[src/rtl/alu_isa_pkg.sv]
// Shared ISA definitions for the ALU issue front end and the ALU itself:
// opcode constants, instruction field layout, controller states and widths.
// Optional feature macro used by consumers of this package: ALU_ILLEGAL_TRAP_EN.
package alu_isa_pkg;

  localparam int DW     = 8;
  localparam int RIDX_W = 3;
  localparam int NREGS  = 2 ** RIDX_W;

  localparam logic [2:0] OP_AND = 3'b000;
  localparam logic [2:0] OP_ADD = 3'b001;
  localparam logic [2:0] OP_XOR = 3'b010;
  localparam logic [2:0] OP_SUB = 3'b110;
  localparam logic [2:0] OP_SHF = 3'b111;

  typedef struct packed {
    logic [2:0] op;
    logic [2:0] rd;
    logic [2:0] rt;
  } instr_t;

  typedef enum logic [1:0] {
    IDLE = 2'd0,
    READ = 2'd1,
    EXEC = 2'd2,
    WB   = 2'd3
  } state_t;

  // Opcodes with no defined ALU operation
  function automatic logic is_illegal(input logic [2:0] op);
    return (op == 3'b011) || (op == 3'b100) || (op == 3'b101);
  endfunction

endpackage

[src/rtl/alu_issue_ctrl_if.sv]
// Bundle of the fetch handshake, ALU drive/return and writeback signals
// of the ALU issue controller. The slave modport is the controller's view.
interface alu_issue_ctrl_if;
  import alu_isa_pkg::*;

  logic          instr_valid;
  logic          instr_ready;
  instr_t        instr;
  logic [2:0]    alu_opcode;
  logic [DW-1:0] alu_op1;
  logic [DW-1:0] alu_op2;
  logic [2:0]    alu_imm;
  logic [DW-1:0] alu_result;
  logic          alu_zero;
  logic          wb_valid;
  logic [2:0]    wb_addr;
  logic [DW-1:0] wb_data;
  logic          zero_flag;
  logic          illegal;

  modport master (
    output instr_valid, instr, alu_result, alu_zero,
    input  instr_ready, alu_opcode, alu_op1, alu_op2, alu_imm,
           wb_valid, wb_addr, wb_data, zero_flag, illegal
  );

  modport slave (
    input  instr_valid, instr, alu_result, alu_zero,
    output instr_ready, alu_opcode, alu_op1, alu_op2, alu_imm,
           wb_valid, wb_addr, wb_data, zero_flag, illegal
  );

endinterface

[src/rtl/alu_regfile.sv]
// General-purpose register file: two asynchronous read ports, one
// synchronous write port, every entry cleared by reset (r0 is writable).
module alu_regfile #(
  parameter int NREGS  = 8,
  parameter int RIDX_W = 3,
  parameter int DW     = 8
) (
  input  logic              clk,
  input  logic              rst_n,
  input  logic [RIDX_W-1:0] ra_addr,
  output logic [DW-1:0]     ra_data,
  input  logic [RIDX_W-1:0] rb_addr,
  output logic [DW-1:0]     rb_data,
  input  logic              we,
  input  logic [RIDX_W-1:0] wa,
  input  logic [DW-1:0]     wd
);

  logic [DW-1:0] mem [NREGS];

  assign ra_data = mem[ra_addr];
  assign rb_data = mem[rb_addr];

  // Storage: clear on reset, single write per cycle
  always_ff @(posedge clk or negedge rst_n) begin
    if (!rst_n) begin
      for (int i = 0; i < NREGS; i++) begin
        mem[i] <= '0;
      end
    end else if (we) begin
      mem[wa] <= wd;
    end
  end

endmodule

[src/rtl/alu_issue_ctrl.sv]
// ALU issue controller: accepts one instruction per four cycles, reads
// operands, drives the external combinational ALU from registers for the
// whole EXEC cycle, captures its result and writes it back.
// Optional feature: ALU_ILLEGAL_TRAP_EN traps opcodes 011/100/101 in WB.
module alu_issue_ctrl
  import alu_isa_pkg::*;
(
  input logic              clk,
  input logic              rst_n,
  alu_issue_ctrl_if.slave  bus
);

  state_t        state;
  instr_t        ir;
  logic [2:0]    opcode_q;
  logic [2:0]    imm_q;
  logic [DW-1:0] op1_q;
  logic [DW-1:0] op2_q;
  logic [DW-1:0] res_q;
  logic          z_q;
  logic          zero_q;
  logic [DW-1:0] rf_a;
  logic [DW-1:0] rf_b;
  logic          trap;
  logic          wb_fire;

  alu_regfile #(
    .NREGS  (NREGS),
    .RIDX_W (RIDX_W),
    .DW     (DW)
  ) u_rf (
    .clk     (clk),
    .rst_n   (rst_n),
    .ra_addr (ir.rd),
    .ra_data (rf_a),
    .rb_addr (ir.rt),
    .rb_data (rf_b),
    .we      (wb_fire),
    .wa      (ir.rd),
    .wd      (res_q)
  );

`ifdef ALU_ILLEGAL_TRAP_EN
  assign trap = (state == WB) && is_illegal(ir.op);
`else
  assign trap = 1'b0;
`endif

  assign wb_fire = (state == WB) && !trap;

  assign bus.instr_ready = (state == IDLE) && rst_n;
  assign bus.alu_opcode  = opcode_q;
  assign bus.alu_op1     = op1_q;
  assign bus.alu_op2     = op2_q;
  assign bus.alu_imm     = imm_q;
  assign bus.wb_valid    = wb_fire;
  assign bus.wb_addr     = wb_fire ? ir.rd : 3'd0;
  assign bus.wb_data     = wb_fire ? res_q : '0;
  assign bus.zero_flag   = zero_q;
  assign bus.illegal     = trap;

  // Sequencer: latch an instruction in IDLE, then walk READ/EXEC/WB once
  always_ff @(posedge clk or negedge rst_n) begin
    if (!rst_n) begin
      state <= IDLE;
      ir    <= '0;
    end else begin
      case (state)
        IDLE: begin
          if (bus.instr_valid) begin
            ir    <= bus.instr;
            state <= READ;
          end
        end
        READ:    state <= EXEC;
        EXEC:    state <= WB;
        WB:      state <= IDLE;
        default: state <= IDLE;
      endcase
    end
  end

  // Datapath: operand fetch into ALU drive registers, result capture, flag update
  always_ff @(posedge clk or negedge rst_n) begin
    if (!rst_n) begin
      opcode_q <= '0;
      imm_q    <= '0;
      op1_q    <= '0;
      op2_q    <= '0;
      res_q    <= '0;
      z_q      <= 1'b0;
      zero_q   <= 1'b0;
    end else begin
      if (state == READ) begin
        opcode_q <= ir.op;
        imm_q    <= ir.rt;
        op1_q    <= rf_a;
        op2_q    <= rf_b;
      end
      if (state == EXEC) begin
        res_q <= bus.alu_result;
        z_q   <= bus.alu_zero;
      end
      if (wb_fire) begin
        zero_q <= z_q;
      end
    end
  end

endmodule
[src/flat_wrapper.sv]
// flat-port wrapper written by rule: the top's interface ports become plain ports
module alu_issue_ctrl_flat import alu_isa_pkg::*;
  (clk, rst_n, bus_instr_valid, bus_instr, bus_alu_result, bus_alu_zero, bus_instr_ready, bus_alu_opcode, bus_alu_op1, bus_alu_op2, bus_alu_imm, bus_wb_valid, bus_wb_addr, bus_wb_data, bus_zero_flag, bus_illegal);
  alu_issue_ctrl_if bus_i ();
  input logic clk;
  input logic rst_n;
  input wire logic [$bits(bus_i.instr_valid)-1:0] bus_instr_valid;
  input wire logic [$bits(bus_i.instr)-1:0] bus_instr;
  input wire logic [$bits(bus_i.alu_result)-1:0] bus_alu_result;
  input wire logic [$bits(bus_i.alu_zero)-1:0] bus_alu_zero;
  output wire logic [$bits(bus_i.instr_ready)-1:0] bus_instr_ready;
  output wire logic [$bits(bus_i.alu_opcode)-1:0] bus_alu_opcode;
  output wire logic [$bits(bus_i.alu_op1)-1:0] bus_alu_op1;
  output wire logic [$bits(bus_i.alu_op2)-1:0] bus_alu_op2;
  output wire logic [$bits(bus_i.alu_imm)-1:0] bus_alu_imm;
  output wire logic [$bits(bus_i.wb_valid)-1:0] bus_wb_valid;
  output wire logic [$bits(bus_i.wb_addr)-1:0] bus_wb_addr;
  output wire logic [$bits(bus_i.wb_data)-1:0] bus_wb_data;
  output wire logic [$bits(bus_i.zero_flag)-1:0] bus_zero_flag;
  output wire logic [$bits(bus_i.illegal)-1:0] bus_illegal;
  assign bus_i.instr_valid = bus_instr_valid;
  assign bus_i.instr = bus_instr;
  assign bus_i.alu_result = bus_alu_result;
  assign bus_i.alu_zero = bus_alu_zero;
  assign bus_instr_ready = bus_i.instr_ready;
  assign bus_alu_opcode = bus_i.alu_opcode;
  assign bus_alu_op1 = bus_i.alu_op1;
  assign bus_alu_op2 = bus_i.alu_op2;
  assign bus_alu_imm = bus_i.alu_imm;
  assign bus_wb_valid = bus_i.wb_valid;
  assign bus_wb_addr = bus_i.wb_addr;
  assign bus_wb_data = bus_i.wb_data;
  assign bus_zero_flag = bus_i.zero_flag;
  assign bus_illegal = bus_i.illegal;
  alu_issue_ctrl u_core (.clk(clk), .rst_n(rst_n), .bus(bus_i));
endmodule
[config.mk]
export PLATFORM = sky130hd
export DESIGN_NAME = alu_issue_ctrl_flat
export DESIGN_NICKNAME = d
export VERILOG_FILES = /design/src/rtl/alu_isa_pkg.sv /design/src/rtl/alu_issue_ctrl_if.sv /design/src/rtl/alu_regfile.sv /design/src/rtl/alu_issue_ctrl.sv /design/src/flat_wrapper.sv
export SDC_FILE = /design/constraint.sdc
export NUM_CORES = 1
export LEC_CHECK = 0
export BUFFER_PORTS_ARGS = -buffer_cell sky130_fd_sc_hd__buf_4
export CAP_MARGIN = 20
export CORE_MARGIN = 2
export CORE_UTILIZATION = 25
export CTS_CLUSTER_DIAMETER = 40
export CTS_CLUSTER_SIZE = 28
export DETAILED_ROUTE_END_ITERATION = 6
export PLACE_DENSITY = 0.4
export SYNTH_ARGS = -nofsm -noshare
export SYNTH_HDL_FRONTEND = slang
export SYNTH_SLANG_ARGS = --single-unit
[constraint.sdc]
create_clock -name clk -period 2.2 [get_ports clk]
set_input_delay 0.11 -clock clk [delete_from_list [all_inputs] [get_ports clk]]
set_output_delay 0.11 -clock clk [all_outputs]
set_load 0.05 [all_outputs]
==> flow_summary.json <==
{
  "layout.nets": 511,
  "synthTopCellsByArea": "dfrtp_1 50%, mux2_2 19%, mux2i_1 10%",
  "rsz0062_at_grt": "no",
  "synth.top_cell.area_share_pct": 50.04,
  "drv_cap": 0,
  "grt_pass1_vias": 3778,
  "reg2reg_slack_ns": 0.34,
  "start_util_pct": 25.46,
  "grt_usage_pct": 13.94,
  "power_mw": 11.32,
  "n_fill_cell": 2101,
  "end_kind": "flip-flop",
  "drive_above_1_share_pct": 43.35,
  "path_buf_inv": 1,
  "ys_seq_elements": 107,
  "rr_worst_depth": 5,
  "cts.sinks": 107,
  "cp_top_family": "flip-flops",
  "reg2reg_from": "u_core.state[0]$_DFFE_PN0P_",
  "fin_skew_ns": 0.006898,
  "die_y_um": 150.3,
  "clk_latency_ns": 0.35,
  "holdWs_ns": 0.2486,
  "cts_setup_buffers": 0,
  "period_needed_ns": 1.856,
  "yosysUniqueCellTypes": 33,
  "crit_arrival_ns": 2.09,
  "power_density_mw_per_mm2": 1677,
  "synth_ff_type": "dfrtp_1",
  "core-area_mm2": 0.02102,
  "peakVddDrop_mv": 0.4860,
  "wl_met3_um": 476,
  "vias_per_cell": 4.619,
  "hold_class": "primary input to async pin",
  "dp_hpwl_um": 10360,
  "wl_um": 14830,
  "grt_pass1_wl_um": 23000,
  "die_width_um": 150.3,
  "cts_resized": 0,
  "num_vias": 3529,
  "worstSetupPathType": "flip-flop to flip-flop",
  "antenna_cells": 0,
  "met1Wirelength_um": 7087,
  "fmax_mhz": 538.8,
  "gp_congestion": 0.7461,
  "slew_viol_final": 0,
  "synth_edf_count": 0,
  "cp_slowest_cell": "dfrtp_1",
  "syn_nets": 424,
  "antenna_found_initial": 0,
  "syn_to_final_growth_pct": 26.09,
  "final_common_cell": "dfrtp_1",
  "clockBufferDepth": 2,
  "fp-row-count": 53,
  "placed_area_mm2": 0.006240,
  "numCtsBuffers": 9,
  "ys_seq_area_share_pct": 50.04,
  "cts-root-buf": "clkbuf_16",
  "mostFrequentLayoutCells": "105 x dfrtp_1, 89 x mux2_2, 86 x buf_4",
  "postRouteAntennaNets": 0,
  "cp-start-kind": "flip-flop",
  "fin_cells": 764,
  "die_area_mm2": 0.02259,
  "synth_top_area_cell": "dfrtp_1",
  "p_leak_nw": 3.091,
  "port_buffers": 56,
  "crit_chain": "ha_1 > nand2b_4 > nor3_2 > buf_4 > mux2_2",
  "drt-initial-drc-count": 184,
  "place_inst": 729,
  "grt_max_degree": 39,
  "synthArstFlopShare_pct": 100.0,
  "cp_max_fo": 7,
  "grt_overflow": 0,
  "wl_per_cell_um": 19.41,
  "setup_violations": 0,
  "cts_tree": "yes",
  "io_pins": 58,
  "r2r-end": "u_core.u_rf.mem[59]$_DFFE_PN0P_",
  "dr.pass1.iters": 4,
  "drc": 0,
  "report.final.hold_viol_count": 0,
  "syn_inst": 398,
  "outcome": "finished clean",
  "synth_area_mm2": 0.005351,
  "critPathRequiredTime_ns": 2.44,
  "final_area_mm2": 0.006748,
  "cts_max_level": 3,
  "avgSynthCellArea_um2": 13.45,
  "ys_warn_count": 0,
  "cpPeakStageDelay_ns": 0.43,
  "fin_crit_sh_pct": 84.36,
  "clkTransAtPathRegs_ns": 0.07,
  "finalSetupTns_ns": 0,
  "wl_met2_um": 7090,
  "top_layer": "met4"
}
-- area by class of cell --
type	count	area (um2)	share of cell area, %
clock buffer	10	229.0	3.393
clock inverter	5	78.83	1.168
inverter	3	11.26	0.1669
multi-input combinational	254	2479	36.73
sequential	107	2680	39.72
tap	275	344.1	5.099
timing repair buffer	110	925.9	13.72
-- registers in the layout, indices dropped and copies added, names as in the netlist --
register and flops:
u_core.u_rf.mem 64, u_core.bus.alu_op2 8, u_core.bus.alu_op1 8, u_core.res_q 8
u_core.bus.zero_flag 1, u_core.z_q 1, u_core.state 2, u_core.bus.alu_opcode 3
u_core.ir 9, u_core.bus.alu_imm 3
-- cells in the mapped netlist (2+ instances only) --
| library cell | count |
|---|---|
| and2_1 | 12 |
| inv_1 | 3 |
| a22oi_1 | 8 |
| buf_2 | 5 |
| dfrtp_1 | 107 |
| a21oi_1 | 9 |
| a41o_1 | 8 |
| a211o_1 | 8 |
| nand3_1 | 8 |
| nor2_1 | 11 |
| clkbuf_1 | 18 |
| buf_1 | 2 |
| nor2b_1 | 17 |
| mux2i_1 | 56 |
| buf_4 | 6 |
| mux2_2 | 89 |
| nand2_1 | 2 |
| mux4_2 | 8 |
| nand4b_2 | 2 |
| ha_1 | 5 |
| buf_8 | 2 |
-- worst max path at each step --
| stage | cells after the start | end | start |
|---|---|---|---|
| floorplan | 5 | u_core.u_rf.mem[40]$_DFFE_PN0P_ | u_core.state[0]$_DFFE_PN0P_ |
| global placement | 5 | u_core.u_rf.mem[28]$_DFFE_PN0P_ | u_core.state[0]$_DFFE_PN0P_ |
| detailed placement | 5 | u_core.u_rf.mem[59]$_DFFE_PN0P_ | u_core.state[0]$_DFFE_PN0P_ |
| CTS | 4 | bus_wb_data[1] | u_core.state[0]$_DFFE_PN0P_ |
| global route | 5 | u_core.u_rf.mem[58]$_DFFE_PN0P_ | u_core.state[0]$_DFFE_PN0P_ |
| finish | 5 | u_core.u_rf.mem[59]$_DFFE_PN0P_ | u_core.state[0]$_DFFE_PN0P_ |
-- report_power, final --
| group | internal (mW) | leakage (nW) | switching (mW) |
|---|---|---|---|
| combinational | 2.64 | 1.62 | 3.09 |
| clock | 0.992 | 0.152 | 0.742 |
| sequential | 2.93 | 1.31 | 0.935 |
-- routing by layer --
| layer | vias up | GRT usage, % |
|---|---|---|
| met1 | 1834 | 19.37 |
| met4 | 0 | 4.151 |
| met3 | 14 | 2.455 |
| met2 | 69 | 22.20 |
| li1 | 1612 | - |
| met5 | - | 0 |
-- timing repair --
action,CTS,global route
hold buffers,20,0
endpoints found under the setup margin,0,0
hold endpoints to repair,45,0
-- logic make-up (layout without fill, tap and decap cells) --
| logic type | after synthesis | in the layout | share of synthesized area [%] |
|---|---|---|---|
| AND/OR/NAND/NOR | 60 | 60 | 7.459 |
| flip-flops | 107 | 107 | 50.04 |
| other | 1 | 1 | 0.07008 |
| adder cells (fa/ha/maj) | 5 | 5 | 1.169 |
| multiplexers | 153 | 153 | 32.57 |
| buffers and inverters | 37 | 128 | 3.694 |
| AO/OA/AOI/OAI | 35 | 35 | 5.004 |
-- through the flow --
step / util (%) / worst slack (ns)
3_5_place_dp: 29.68 / 0.3603
4_1_cts: 32.10 / 0.3273
2_1_floorplan: - / 0.02478
6_report: 32.10 / 0.3441
3_3_place_gp: 29.68 / 0.4167
5_1_grt: 32.10 / 0.2043
No activity file was read; power rests on OpenSTA's default activity.
